===== src/rtl/load_store_unit.sv =====
// Load/store unit between a request/response handshake and a word-wide synchronous memory.
// Byte and half stores are done as a read-modify-write of the containing word.
module load_store_unit #(
   parameter int ADDR_WIDTH = 32,
   parameter int MEM_WORDS  = 1024
) (
   input  logic                  clk,
   input  logic                  rst,
   input  logic                  req_valid,
   output logic                  req_ready,
   input  logic                  req_we,
   input  logic [1:0]            req_size,
   input  logic                  req_signed,
   input  logic [ADDR_WIDTH-1:0] req_addr,
   input  logic [31:0]           req_wdata,
   output logic                  rsp_valid,
   input  logic                  rsp_ready,
   output logic [31:0]           rsp_rdata,
   output logic                  rsp_err,
   output logic                  mem_we,
   output logic [ADDR_WIDTH-1:0] mem_addr,
   output logic [31:0]           mem_wdata,
   output logic [ADDR_WIDTH-1:0] mem_raddr,
   input  logic [31:0]           mem_rdata
);

   localparam logic [1:0] SIZE_BYTE = 2'b00;
   localparam logic [1:0] SIZE_HALF = 2'b01;
   localparam logic [1:0] SIZE_WORD = 2'b10;
   localparam logic [1:0] SIZE_BAD  = 2'b11;
   localparam logic [ADDR_WIDTH-1:0] WORD_LIMIT = ADDR_WIDTH'(MEM_WORDS);

   typedef enum logic [2:0] {IDLE, RD, MERGE, WR, RSP} state_t;

   state_t state;
   state_t state_next;

   logic                  we_q;
   logic [1:0]            size_q;
   logic                  signed_q;
   logic [ADDR_WIDTH-1:0] addr_q;
   logic [31:0]           wdata_q;
   logic [31:0]           rdata_q;
   logic                  err_q;

   logic                  accept;
   logic                  req_bad;
   logic [ADDR_WIDTH-1:0] req_index;
   logic [ADDR_WIDTH-1:0] word_index;
   logic [4:0]            lane_shift;
   logic [31:0]           lane_data;
   logic [31:0]           load_data;
   logic [31:0]           lane_mask;
   logic [31:0]           lane_wdata;
   logic [31:0]           merged;

   assign accept     = req_valid && (state == IDLE);
   assign req_index  = req_addr >> 2;
   assign word_index = addr_q >> 2;
   assign lane_shift = {addr_q[1:0], 3'b000};

   // Rejection is decided from the raw request so an error can answer one cycle after acceptance.
   always_comb begin
      req_bad = (req_size == SIZE_BAD)
             || ((req_size == SIZE_HALF) && req_addr[0])
             || ((req_size == SIZE_WORD) && (req_addr[1:0] != 2'b00))
             || (req_index >= WORD_LIMIT);
   end

   // Load path: bring the addressed lane down to bit 0, then extend it.
   always_comb begin
      lane_data = mem_rdata >> lane_shift;
      case (size_q)
         SIZE_BYTE: load_data = {{24{signed_q & lane_data[7]}}, lane_data[7:0]};
         SIZE_HALF: load_data = {{16{signed_q & lane_data[15]}}, lane_data[15:0]};
         default:   load_data = lane_data;
      endcase
   end

   always_comb begin
      if (size_q == SIZE_HALF) begin
         lane_mask  = 32'h0000_FFFF << lane_shift;
         lane_wdata = {16'h0000, wdata_q[15:0]} << lane_shift;
      end else begin
         lane_mask  = 32'h0000_00FF << lane_shift;
         lane_wdata = {24'h00_0000, wdata_q[7:0]} << lane_shift;
      end
      merged = (mem_rdata & ~lane_mask) | lane_wdata;
   end

   always_ff @(posedge clk) begin
      if (rst) begin
         state <= IDLE;
      end else begin
         state <= state_next;
      end
   end

   always_comb begin
      state_next = state;
      req_ready  = 1'b0;
      rsp_valid  = 1'b0;
      mem_we     = 1'b0;
      mem_wdata  = 32'h0;
      case (state)
         IDLE: begin
            req_ready = 1'b1;
            if (req_valid) begin
               if (req_bad) begin
                  state_next = RSP;
               end else if (req_we && (req_size == SIZE_WORD)) begin
                  state_next = WR;
               end else begin
                  state_next = RD;
               end
            end
         end
         RD: begin
            state_next = MERGE;
         end
         MERGE: begin
            state_next = RSP;
            if (we_q) begin
               mem_we    = 1'b1;
               mem_wdata = merged;
            end
         end
         WR: begin
            state_next = RSP;
            mem_we     = 1'b1;
            mem_wdata  = wdata_q;
         end
         RSP: begin
            rsp_valid = 1'b1;
            if (rsp_ready) begin
               state_next = IDLE;
            end
         end
         default: begin
            state_next = IDLE;
         end
      endcase
      // A store caught by reset is abandoned outright, including its write strobe.
      if (rst) begin
         mem_we    = 1'b0;
         mem_wdata = 32'h0;
      end
   end

   always_ff @(posedge clk) begin
      if (rst) begin
         we_q     <= 1'b0;
         size_q   <= 2'b00;
         signed_q <= 1'b0;
         addr_q   <= '0;
         wdata_q  <= 32'h0;
         rdata_q  <= 32'h0;
         err_q    <= 1'b0;
      end else if (accept) begin
         we_q     <= req_we;
         size_q   <= req_size;
         signed_q <= req_signed;
         addr_q   <= req_addr;
         wdata_q  <= req_wdata;
         rdata_q  <= 32'h0;
         err_q    <= req_bad;
      end else if ((state == MERGE) && !we_q) begin
         rdata_q  <= load_data;
      end
   end

   assign mem_addr  = word_index;
   assign mem_raddr = word_index;
   assign rsp_rdata = rdata_q;
   assign rsp_err   = err_q;

endmodule


===== config.mk =====
export PLATFORM = sky130hd
export DESIGN_NAME = load_store_unit
export DESIGN_NICKNAME = d
export VERILOG_FILES = /design/src/rtl/load_store_unit.sv
export SDC_FILE = /design/constraint.sdc
export NUM_CORES = 1
export LEC_CHECK = 0
export ABC_AREA = 1
export BUFFER_PORTS_ARGS = -buffer_cell sky130_fd_sc_hd__clkbuf_2
export CAP_MARGIN = 10
export CORE_MARGIN = 1.5
export CORE_UTILIZATION = 41
export DETAILED_ROUTE_END_ITERATION = 12
export PLACE_DENSITY = 0.7
export SLEW_MARGIN = 20
export SYNTH_ARGS = -nofsm -noshare
export SYNTH_HDL_FRONTEND = slang
export SYNTH_SLANG_ARGS = --single-unit

===== constraint.sdc =====
create_clock -name clk -period 1.9 [get_ports clk]
set_input_delay 0.57 -clock clk [delete_from_list [all_inputs] [get_ports clk]]
set_output_delay 0.57 -clock clk [all_outputs]
set_load 0.02 [all_outputs]

# Word-level counts from Yosys, hierarchy flattened
# Index checks and enable logic that the tools add are counted.
# W data, S select, Z words.
# word_totals
elab_cells,60
input_bits,104
register_bits,104
# classes
order_cmp,1
n_shift,5
mux,16
reduce_logical,15
bitwise_logic,5
eq_ne,10
# ops
op,n
$mux W32,4
$pmux W32 S2,2
$and A32 B32 Y32,1
$not A32 Y32,1
$or A32 B32 Y32,1
$shl A16 B5 Y32,1
$shl A16 B5 Y32 const A,1
$shl A8 B5 Y32,1
$shl A8 B5 Y32 const A,1
$shr A32 B5 Y32,1
$ge A30 B11 Y1 const B,1
$pmux W3 S4,1
$mux W3,3
$eq A3 B2 Y1 const B,2
$logic_and A1 B1 Y1,5
$eq A2 B1 Y1 const B,2
$eq A2 B2 Y1 const B,2
$mux W1,4
$ne A2 B2 Y1 const B,2
$reduce_or A2 Y1,2
$eq A3 B1 Y1 const B,1
$eq A3 B3 Y1 const B,1
$logic_not A3 Y1,1
$logic_or A1 B1 Y1,3
other kinds (7),8

# Longest topological paths before layout
# Gate-level depths: netlist of the first run.
# logic_depth
ltp_word,8
ltp_mapped,11
ltp_nobuf,9

# Worst setup path before layout of the first run
# OpenSTA, ideal clock, no wires.
# synth_path
path_kind,reg2out
startpoint,register addr_q[0]
endpoint,output port mem_wdata[20]
stages_incl_launch_ff,9
n_path_buf,2
required_time_ps,1330
path_slack_ps,-32
arrival_ps,1362
cell_sequence,dfxtp_1 > buf_4 > nor2_2 > inv_2 > buf_2 > nand2_1 > o21ai_0 > nand2_1 > a21oi_1
# synth_via
elab_chain_len,8
# synth_lines
element,line,text
from (decl),41,logic [ADDR_WIDTH-1:0] addr_q;
from (signal assigned),163,addr_q <= req_addr;
$shl A16 B5 Y32 or $shl A8 B5 Y32 (tied branches),"82, 85",
$mux W32,81,if (size_q == SIZE_HALF) begin
$not A32 Y32,88,merged = (mem_rdata & ~lane_mask) | lane_wdata;
$and A32 B32 Y32,88,
$or A32 B32 Y32 (*),88,
$mux W32 (*),123,if (we_q) begin
$pmux W32 S2 (*),105,case (state)
$mux W32 (*),144,if (rst) begin
to (decl),22,"output logic [31:0] mem_wdata,"
# Every way passes the cells marked *; elsewhere a longest branch is shown, timed or not.

# Worst setup path after layout of the first run
# layout_path
startpoint,register size_q[0]
endpoint,output port mem_wdata[30]
# layout_via
elab_chain_len,8
# layout_lines
element,line,text
from (decl),39,logic [1:0] size_q;
from (signal assigned),161,size_q <= req_size;
$eq A2 B1 Y1 (*),81,
$mux W32,81,
$not A32 Y32,88,
$and A32 B32 Y32,88,
$or A32 B32 Y32 (*),88,
$mux W32 (*),123,
$pmux W32 S2 (*),105,
$mux W32 (*),144,
# Marks and branches as above.

==> impl_metrics.env, run 1 <==
export IMPL_hp_class="in2reg"
export IMPL_synth_adder_area_share_pct=0
export IMPL_dp_hpwl_um=14400
export IMPL_via_per_inst=5.12
export IMPL_antenna_found_initial=0
export IMPL_placed_cell_area_um2=7080
export IMPL_drv_cap=0
export IMPL_violations="setup timing"
export IMPL_ant_nets=0
export IMPL_die_w_um=124
export IMPL_synth_compound_area_share_pct=23.4
export IMPL_synth_top_family_by_area="simple AND/OR/NAND/NOR gates"
export IMPL_critPathKind="reg2out"
export IMPL_outcome="finished, violations left"
export IMPL_final_area_um2=8100
export IMPL_dr_pass1_iters=6
export IMPL_start_kind="register"
export IMPL_htree_levels=3
export IMPL_irDropWorstVdd_mv=0.433
export IMPL_p_seq_share_pct=42.1
export IMPL_grt_pass1_wl_um=31100
export IMPL_synthFlopType="dfxtp_1"
export IMPL_yosys_area_share_simple_pct=23.8
export IMPL_rsz0062_at_grt="true"
export IMPL_r2r_cells=10
export IMPL_dp_cells=1270
export IMPL_root_buffer="clkbuf_16"
export IMPL_ys_ff_latch=104
export IMPL_arrival_ns=1.93
export IMPL_cts_inserted_buffers=9
export IMPL_yosys_area_share_xor_xnor_pct=0
export IMPL_p_int_w=0.00385
export IMPL_grt_ovfl_total=0
export IMPL_io_buffers=231
export IMPL_whs_path_depth=3
export IMPL_synth_mux_area_share_pct=0
export IMPL_netlist_instances=931
export IMPL_hold_viol_final=0
export IMPL_fin_crit_sh_pct=132
export IMPL_cts_sinks=104
export IMPL_start_util_pct=42.6
export IMPL_core_um2=14000
export IMPL_finalNetCount=1221
export IMPL_power_density_nw_per_um2=710
export IMPL_nFillCells=1329
export IMPL_p_leak_nw=3.90
export IMPL_setup_ws_ns=-0.600
export IMPL_cts_tree="done"
export IMPL_wl_per_cell_um=15.8
export IMPL_die_area_um2=15300
export IMPL_cp_data_required_time_ns=1.33
export IMPL_ys_warnings_count=0
export IMPL_synth_edf_count=0
export IMPL_power_w=0.00574
export IMPL_grt_start_max_net_pins=60
export IMPL_num_rows=43
export IMPL_syn_area_um2=5990
export IMPL_clk_pin_slew_ns=0.08
export IMPL_fin_skew_ns=0.00692
export IMPL_switchingPower_w=0.00190
export IMPL_setup_viol=33
export IMPL_yosysUniqueCellTypes=33
export IMPL_grt_usage_pct=26.5
export IMPL_async_reset_ff_share_pct=0
export IMPL_switching_share_pct=33.0
export IMPL_die_h_um=124
export IMPL_clkLatencyLatePin_ns=0.36
export IMPL_comb_power_share_pct=23.1
export IMPL_pre_cts_ws_ns=-0.408
export IMPL_fin_cells=1302
export IMPL_routed_wirelength_um=20600
export IMPL_n_antenna_cell=0
export IMPL_drive_gt1_share_pct=35.8
export IMPL_place_congestion=0.963
export IMPL_fmax_ghz=0.400
export IMPL_seq_area_frac_synth_pct=34.8
export IMPL_vias=6672
export IMPL_syn2layout_area_growth_pct=35.2
export IMPL_avgSynthCellArea_um2=6.43
export IMPL_cts_max_path_buffers=2
export IMPL_drc=0
export IMPL_drtIter0Drc=681
export IMPL_worstPathMaxFanout=6
export IMPL_first_global_vias=5969
export IMPL_io_pins=236
export IMPL_tns_ns=-14.96
export IMPL_finalMaxSlewViolations=0
export IMPL_clock_power_share_pct=34.7
export IMPL_cp_end_kind="output pin"
export IMPL_layout_min_cycle_time_ns=2.50
logic make-up (layout without fill, tap and decap cells):
logic type             after synthesis  count (layout)
flip-flops                         104             104
other                                1               4
buffers and inverters              195             383
AND/OR/NAND/NOR                    369             369
AO/OA/AOI/OAI                      262             262
what timing repair did:
action,CTS,global route
pin swaps,32,39
hold buffers,0,0
gates resized for setup,118,62
endpoints found under the hold margin,0,0
gates cloned,4,0
buffers inserted,9,3
endpoints found under the setup margin,35,35
layout by cell type (no fill, tap or decap), types with 9 or more instances in the layout:
cell       instances
buf_6             13
o22ai_1           12
inv_1             62
a21oi_2           20
clkbuf_8          13
nor2_1           216
nand2_2           10
o21ai_1           43
buf_4             55
a21oi_1           36
nand2_1          125
o21ai_2           15
o21ai_0          108
o31ai_1            9
clkbuf_2         198
dfxtp_1           99
clkbuf_16          9
synthesized netlist by cell type (8+ instances only):
master | count | area share (%)
buf_4 | 73 | 9.2
o21ai_1 | 32 | 2.7
dfxtp_1 | 104 | 35
clkbuf_1 | 17 | 1.1
o22ai_1 | 17 | 1.8
a21oi_1 | 58 | 4.8
buf_2 | 25 | 2.1
inv_1 | 65 | 4.1
o31ai_1 | 9 | 1.1
a22oi_1 | 8 | 1.0
nand2_1 | 138 | 8.7
o21ai_0 | 133 | 11
nor2_1 | 220 | 14
layer usage:
layer	global-route usage, %	part of all wire, %	vias up
met5	0	0	-
met4	8.76	2.5	0
met3	6.36	8.8	49
met2	41.2	45	358
met1	36.1	43	2962
li1	-	-	3303
critical path, stage by stage, from the launching register on:
cell     delay (ns)
dfxtp_2        0.34
inv_2          0.05
nor2_4         0.08
buf_6          0.13
buf_6          0.13
nand2_2        0.07
nand2_1        0.08
o21ai_2        0.08
o22ai_2        0.15
nand2_1        0.12
a21oi_2        0.19
buf_6          0.14
per-stage QoR:
| step | hold slack [ns] | util, % |
|---|---|---|
| 2_1_floorplan | 0.445 | - |
| 5_1_grt | 0.423 | 57.6 |
| 3_5_place_dp | 0.483 | 50.4 |
| 6_report | 0.425 | 57.6 |
| 4_1_cts | 0.416 | 56.5 |
| 3_3_place_gp | 0.480 | 50.4 |
power by group through the flow:
stage	Combinational, W	Clock (W)	Sequential (W)
finish	0.00133	0.00200	0.00242
global route	0.00144	0.00213	0.00243
CTS	0.00126	0.00205	0.00241
floorplan	0.000884	0	0.00242
detailed placement	0.00118	0	0.00245
global placement	0.00117	0	0.00245
cell type report:
| cell class | instances | area (µm²) | share of cell area [%] |
|---|---|---|---|
| clock buffers | 9 | 225 | 2.78 |
| clock inverters | 7 | 83.8 | 1.04 |
| inverters | 73 | 282 | 3.48 |
| multi-input cells | 635 | 3160 | 39.1 |
| flip-flops and latches | 104 | 2090 | 25.8 |
| well taps | 180 | 225 | 2.78 |
| repair buffers | 294 | 2030 | 25.0 |
path summary, 6_finish.rpt:
check | from | end | slack, ns
setup / recovery | size_q[0] | mem_wdata[30] | -0.60
hold / removal | req_wdata[27] | wdata_q[27] | 0.43
setup reg to reg | state[0] | rsp_rdata[3] | 0.15
hold reg to reg | state[2] | state[1] | 0.52
state kept, by name, summed over array words and instances, names as in the netlist:
signal     cells
addr_q        32
rsp_rdata     32
wdata_q       32
state          3
size_q         2
rsp_err        1
signed_q       1
we_q           1
Power figures use the tool's default switching activity.
==> run 2: changes to the inputs <==
- BUFFER_PORTS_ARGS: -buffer_cell sky130_fd_sc_hd__clkbuf_2 -> default
- CORE_ASPECT_RATIO: default -> 0.6
- DONT_BUFFER_PORTS: default -> 1
- PLACE_DENSITY: 0.7 -> 0.56
==> run 2 against run 1 <==
  * The run still ends with setup timing left
  * Combinational power decreased by 28%
  * Core utilization decreased by 7.0 points
  * Final cell count decreased by 14%
  * Clock skew about the same
  * Largest power group unchanged
==> impl_metrics.env, run 2 (same netlist as run 1, synthesis figures left out) <==
export IMPL_hp_class="in2reg"
export IMPL_cts_inserted_buffers=9
export IMPL_die_h_um=96.6
export IMPL_start_kind="register"
export IMPL_final_cell_mix="nor2_1, nand2_1, o21ai_0, dfxtp_1, buf_4"
export IMPL_power_w=0.00551
export IMPL_grt_pass1_wl_um=30700
export IMPL_power_density_nw_per_um2=779
export IMPL_regArea_um2=2090
export IMPL_cts_max_path_buffers=2
export IMPL_hold_viol_final=0
export IMPL_setup_ws_ns=-0.540
export IMPL_grt_usage_pct=25.3
export IMPL_ctsHoldBuffers=0
export IMPL_htree_levels=3
export IMPL_drive_gt1_share_pct=22.6
export IMPL_drtIter0Drc=709
export IMPL_start_util_pct=42.9
export IMPL_root_buffer="clkbuf_16"
export IMPL_outcome="finished, violations left"
export IMPL_num_rows=33
export IMPL_placed_cell_area_um2=6310
export IMPL_via_per_inst=5.20
export IMPL_antenna_found_initial=0
export IMPL_ant_nets=0
export IMPL_fin_skew_ns=0.00686
export IMPL_cts_tree="done"
export IMPL_timing_slew_headroom_pct=59.7
export IMPL_drv_cap=0
export IMPL_fin_cells=1124
export IMPL_grt_start_max_net_pins=63
export IMPL_irDropWorstVdd_mv=0.411
export IMPL_die_w_um=159
export IMPL_clkLatencyLatePin_ns=0.36
export IMPL_critPathKind="reg2out"
export IMPL_setup_viol=33
export IMPL_dp_hpwl_um=14600
export IMPL_drc=0
export IMPL_tns_ns=-14.01
export IMPL_die_area_um2=15400
export IMPL_worst_pin_slew_ns=0.599
export IMPL_fmax_ghz=0.410
export IMPL_dr_pass1_iters=5
export IMPL_wl_per_cell_um=17.5
export IMPL_dp_cells=1098
export IMPL_final_common_cell="nor2_1"
export IMPL_layout_min_cycle_time_ns=2.44
export IMPL_io_buffers=0
export IMPL_first_global_vias=5402
export IMPL_p_leak_nw=3.05
export IMPL_finalMaxSlewViolations=0
export IMPL_vias=5850
export IMPL_routed_wirelength_um=19700
export IMPL_n_antenna_cell=0
export IMPL_cp_data_required_time_ns=1.33
export IMPL_grt_ovfl_total=0
export IMPL_syn2layout_area_growth_pct=18.1
export IMPL_finalNetCount=1031
export IMPL_nFillCells=1487
export IMPL_arrival_ns=1.87
export IMPL_place_congestion=0.929
export IMPL_rsz0062_at_grt="true"
export IMPL_worst_hold_slack_ns=0.282
export IMPL_cp_end_kind="output pin"
export IMPL_violations="setup timing"
export IMPL_io_pins=236
export IMPL_fin_crit_sh_pct=128
export IMPL_cts_sinks=104
export IMPL_final_area_um2=7070
export IMPL_multiInputGateArea_um2=3130
export IMPL_core_um2=14000
export IMPL_worstPathMaxFanout=6
export IMPL_clk_pin_slew_ns=0.07
run 2: cell count changes in the layout (fill, tap and decap cells not counted), moves of 5 or more:
cell / delta
buf_6: +11
o22ai_1: -5
clkbuf_2: -198
o22ai_2: +5
buf_4: +15
clkbuf_8: -12
nand2_1: +5
run 2: routing by layer:
layer / up-vias / global-route usage, % / part of all wire, %
met4: 0 / 4.35 / 1.1
met5: - / 0 / 0
li1: 2922 / - / -
met3: 18 / 8.10 / 11
met2: 287 / 34.6 / 39
met1: 2623 / 38.2 / 49
run 2: metrics by stage:
step | worst slack, ns | utilization, %
CTS | -0.491 | 49.6
global placement | -0.242 | 45.2
global route | -0.584 | 50.7
finish | -0.540 | 50.7
floorplan | -0.0260 | -
detailed placement | -0.205 | 45.2
run 2: final cells by class:
cell class / count / area share (%)
Multi-Input combinational cell: 635 / 44.3
Sequential cell: 104 / 29.6
Clock inverter: 6 / 1.06
Inverter: 73 / 4.02
Timing Repair Buffer: 104 / 14.3
Clock buffer: 10 / 3.38
Tap cell: 192 / 3.40
run 2: critical path, stage by stage (launching register included):
cell and delay, ns:
dfxtp_2 0.34, inv_2 0.05, nor2_4 0.13, buf_6 0.16
nand2_1 0.07, o21ai_1 0.13, nand2_1 0.07, o21ai_1 0.12
nand2_1 0.12, a21oi_2 0.16, buf_4 0.16
run 2: what timing repair did:
action,4_1_cts,5_1_grt
setup endpoints to repair,33,57
gates resized for setup,82,40
cloned,2,0
pin swaps,24,27
hold endpoints to repair,0,0
buffers inserted,7,1
run 2: power breakdown:
part	switching [W]	internal, W
Clock	0.000914	0.00108
Sequential	0.000251	0.00231
Combinational	0.000606	0.000352
run 2: worst paths after layout:
kind	startpoint	endpoint	slack [ns]	cells after the start
max	size_q[0]	mem_wdata[20]	-0.54	10
min	rst	state[1]	0.28	1
max reg2reg	addr_q[0]	rsp_rdata[8]	0.04	9
min reg2reg	state[2]	state[1]	0.51	3
==> run 3: changes to the inputs <==
- BUFFER_PORTS_ARGS: default -> -buffer_cell sky130_fd_sc_hd__clkbuf_2
- CAP_MARGIN: 10 -> 20
- CTS_BUF_LIST: default -> sky130_fd_sc_hd__clkbuf_16
- DONT_BUFFER_PORTS: 1 -> default
- PLACE_DENSITY: 0.56 -> 0.7
==> run 3 against run 2 <==
  * The run still ends with setup timing left
  * Power increased by 4.6%
  * Global-route usage increased by 1.6 points
  * Non-clock buffer count increased by 216
  * Register-to-register slack improved by 0.06 ns
  * Core utilization increased by 10 points
  * Fmax decreased by 2.6%
  * Flip-flop and latch count unchanged
  * Combinational power increased by 50%
  * Final area increased by 21%
  * Critical path type unchanged
  * Critical endpoint is now mem_wdata[11]
  * Largest power group unchanged
==> impl_metrics.env, run 3 (same netlist as run 1, synthesis figures left out) <==
export IMPL_fin_cells=1340
export IMPL_hp_class="in2reg"
export IMPL_timing_slew_headroom_pct=62.3
export IMPL_setup_ws_ns=-0.606
export IMPL_worstPathMaxFanout=8
export IMPL_dr_pass1_iters=5
export IMPL_cts_sinks=104
export IMPL_ctsHoldBuffers=0
export IMPL_io_pins=236
export IMPL_critPathKind="reg2out"
export IMPL_arrival_ns=1.94
export IMPL_grt_start_max_net_pins=59
export IMPL_irDropWorstVdd_mv=0.555
export IMPL_grt_use_met1_pct=40.2
export IMPL_ant_nets=0
export IMPL_clk_pin_slew_ns=0.07
export IMPL_finalNetCount=1247
export IMPL_num_rows=33
export IMPL_multiInputGateArea_um2=3300
export IMPL_io_buffers=231
export IMPL_outcome="finished, violations left"
export IMPL_root_buffer="clkbuf_16"
export IMPL_via_per_inst=5.13
export IMPL_r2r_cells=8
export IMPL_path_cells="inv_2 -> nor2_4 -> buf_12 -> buf_6 -> nand2_1 -> nand2_1 -> o21ai_2 -> o22ai_2 -> nand2_1 -> a21oi_2 -> clkbuf_8"
export IMPL_drc=0
export IMPL_rsz0062_at_grt="true"
export IMPL_syn2layout_area_growth_pct=42.5
export IMPL_final_cell_mix="nor2_1, clkbuf_2, nand2_1, o21ai_0, dfxtp_1"
export IMPL_placed_cell_area_um2=7260
export IMPL_busiest_layer="met1"
export IMPL_power_density_nw_per_um2=675
export IMPL_die_area_um2=15400
export IMPL_core_um2=14000
export IMPL_drtIter0Drc=756
export IMPL_dp_cells=1304
export IMPL_final_area_um2=8530
export IMPL_finalMaxSlewViolations=0
export IMPL_setup_viol=33
export IMPL_min_from="req_addr[11]"
export IMPL_first_global_vias=6098
export IMPL_clkLatencyLatePin_ns=0.35
export IMPL_grt_pass1_wl_um=32900
export IMPL_start_kind="register"
export IMPL_worst_pin_slew_ns=0.559
export IMPL_htree_levels=3
export IMPL_fin_crit_sh_pct=132
export IMPL_routed_wirelength_um=21700
export IMPL_r2r_start="addr_q[0]"
export IMPL_wl_per_cell_um=16.2
export IMPL_drive_gt1_share_pct=38.9
export IMPL_nFillCells=1331
export IMPL_grt_met2_usage_pct=38.4
export IMPL_cts_tree="done"
export IMPL_vias=6872
export IMPL_ff2ff_setup_slack_ns=0.10
export IMPL_die_h_um=96.6
export IMPL_die_w_um=159
export IMPL_grt_ovfl_total=0
export IMPL_holdPathEnd="addr_q[11]"
export IMPL_cts_max_path_buffers=2
export IMPL_grt_usage_pct=26.9
export IMPL_cts_inserted_buffers=9
export IMPL_cp_data_required_time_ns=1.33
export IMPL_use_met3_pct=6.52
export IMPL_fin_skew_ns=0.00621
export IMPL_p_leak_nw=4.08
export IMPL_max_stage_delay_ns=0.34
export IMPL_start_util_pct=42.9
export IMPL_cp_end_kind="output pin"
export IMPL_dp_hpwl_um=15500
export IMPL_violations="setup timing"
export IMPL_whs_path_depth=3
export IMPL_n_antenna_cell=0
export IMPL_fmax_ghz=0.399
export IMPL_place_congestion=0.965
export IMPL_cp_slowest_cell="dfxtp_2"
export IMPL_hold_viol_final=0
export IMPL_r2r_end="rsp_rdata[6]"
export IMPL_path_common_cell="nand2_1"
export IMPL_drv_cap=0
export IMPL_layout_min_cycle_time_ns=2.51
export IMPL_regArea_um2=2090
export IMPL_final_common_cell="nor2_1"
export IMPL_antenna_found_initial=0
[run 3: changes by cell type in the layout (fill, tap and decap cells not counted), sizes merged]
cell and change:
clkbuf +212, buf +4, clkinv +2, clkinvlp -2
bufbuf -1, inv +1
[run 3: how the worst max path moves through the flow]
| stage | end | startpoint | slack [ns] |
|---|---|---|---|
| CTS | mem_wdata[26] | state[2] | -0.54 |
| finish | mem_wdata[11] | size_q[0] | -0.61 |
| global route | mem_wdata[13] | size_q[0] | -0.70 |
| detailed placement | mem_wdata[26] | size_q[0] | -0.37 |
| global placement | mem_wdata[31] | size_q[0] | -0.41 |
| floorplan | mem_wdata[11] | size_q[0] | -0.03 |
[run 3: final cells by class]
class                           instances  area share [%]
Sequential cell                       104            24.5
Clock inverter                          7           0.806
Clock buffer                            9            2.64
Tap cell                              192            2.82
Multi-Input combinational cell        635            38.7
Inverter                               73            3.42
Timing Repair Buffer                  320            27.1
[run 3: what timing repair did]
action / in CTS / in global routing
setup endpoints to repair: 35 / 59
hold endpoints to repair: 0 / 0
pin swaps: 27 / 52
gates resized for setup: 125 / 102
gates cloned: 4 / 1
buffers inserted: 11 / 8
[run 3: power breakdown]
part / internal, W / switching, W / leakage, nW / total [W]
Combinational: 0.000546 / 0.000897 / 3.08 / 0.00144
Sequential: 0.00231 / 0.000112 / 0.857 / 0.00242
Clock: 0.00102 / 0.000874 / 0.144 / 0.00190
[run 3: metal layers]
| layer | share of wire [%] | vias up |
|---|---|---|
| li1 | - | 3356 |
| met1 | 47 | 3117 |
| met2 | 41 | 373 |
| met3 | 10 | 26 |
| met4 | 1.0 | 0 |
| met5 | 0 | - |
[run 3: worst max-delay path: cells and delay by family (launching register included)]
| kind | cells | cell delay (ns) |
|---|---|---|
| simple gates | 4 | 0.34 |
| compound gates | 3 | 0.41 |
| flops | 1 | 0.34 |
| buf+inv | 4 | 0.48 |
[run 3: metrics by stage]
| step | util [%] | TNS (ns) | hold WS, ns | worst slack, ns | power (W) |
|---|---|---|---|---|---|
| after floorplan | - | -0.280 | 0.445 | -0.0260 | 0.00331 |
| after global placement | 52.0 | -6.67 | 0.462 | -0.410 | 0.00366 |
| after detailed placement | 52.0 | -6.27 | 0.468 | -0.367 | 0.00367 |
| after CTS | 58.4 | -15.21 | 0.431 | -0.539 | 0.00565 |
| after global routing | 61.1 | -19.21 | 0.438 | -0.700 | 0.00602 |
| final | 61.1 | -16.57 | 0.436 | -0.606 | 0.00576 |
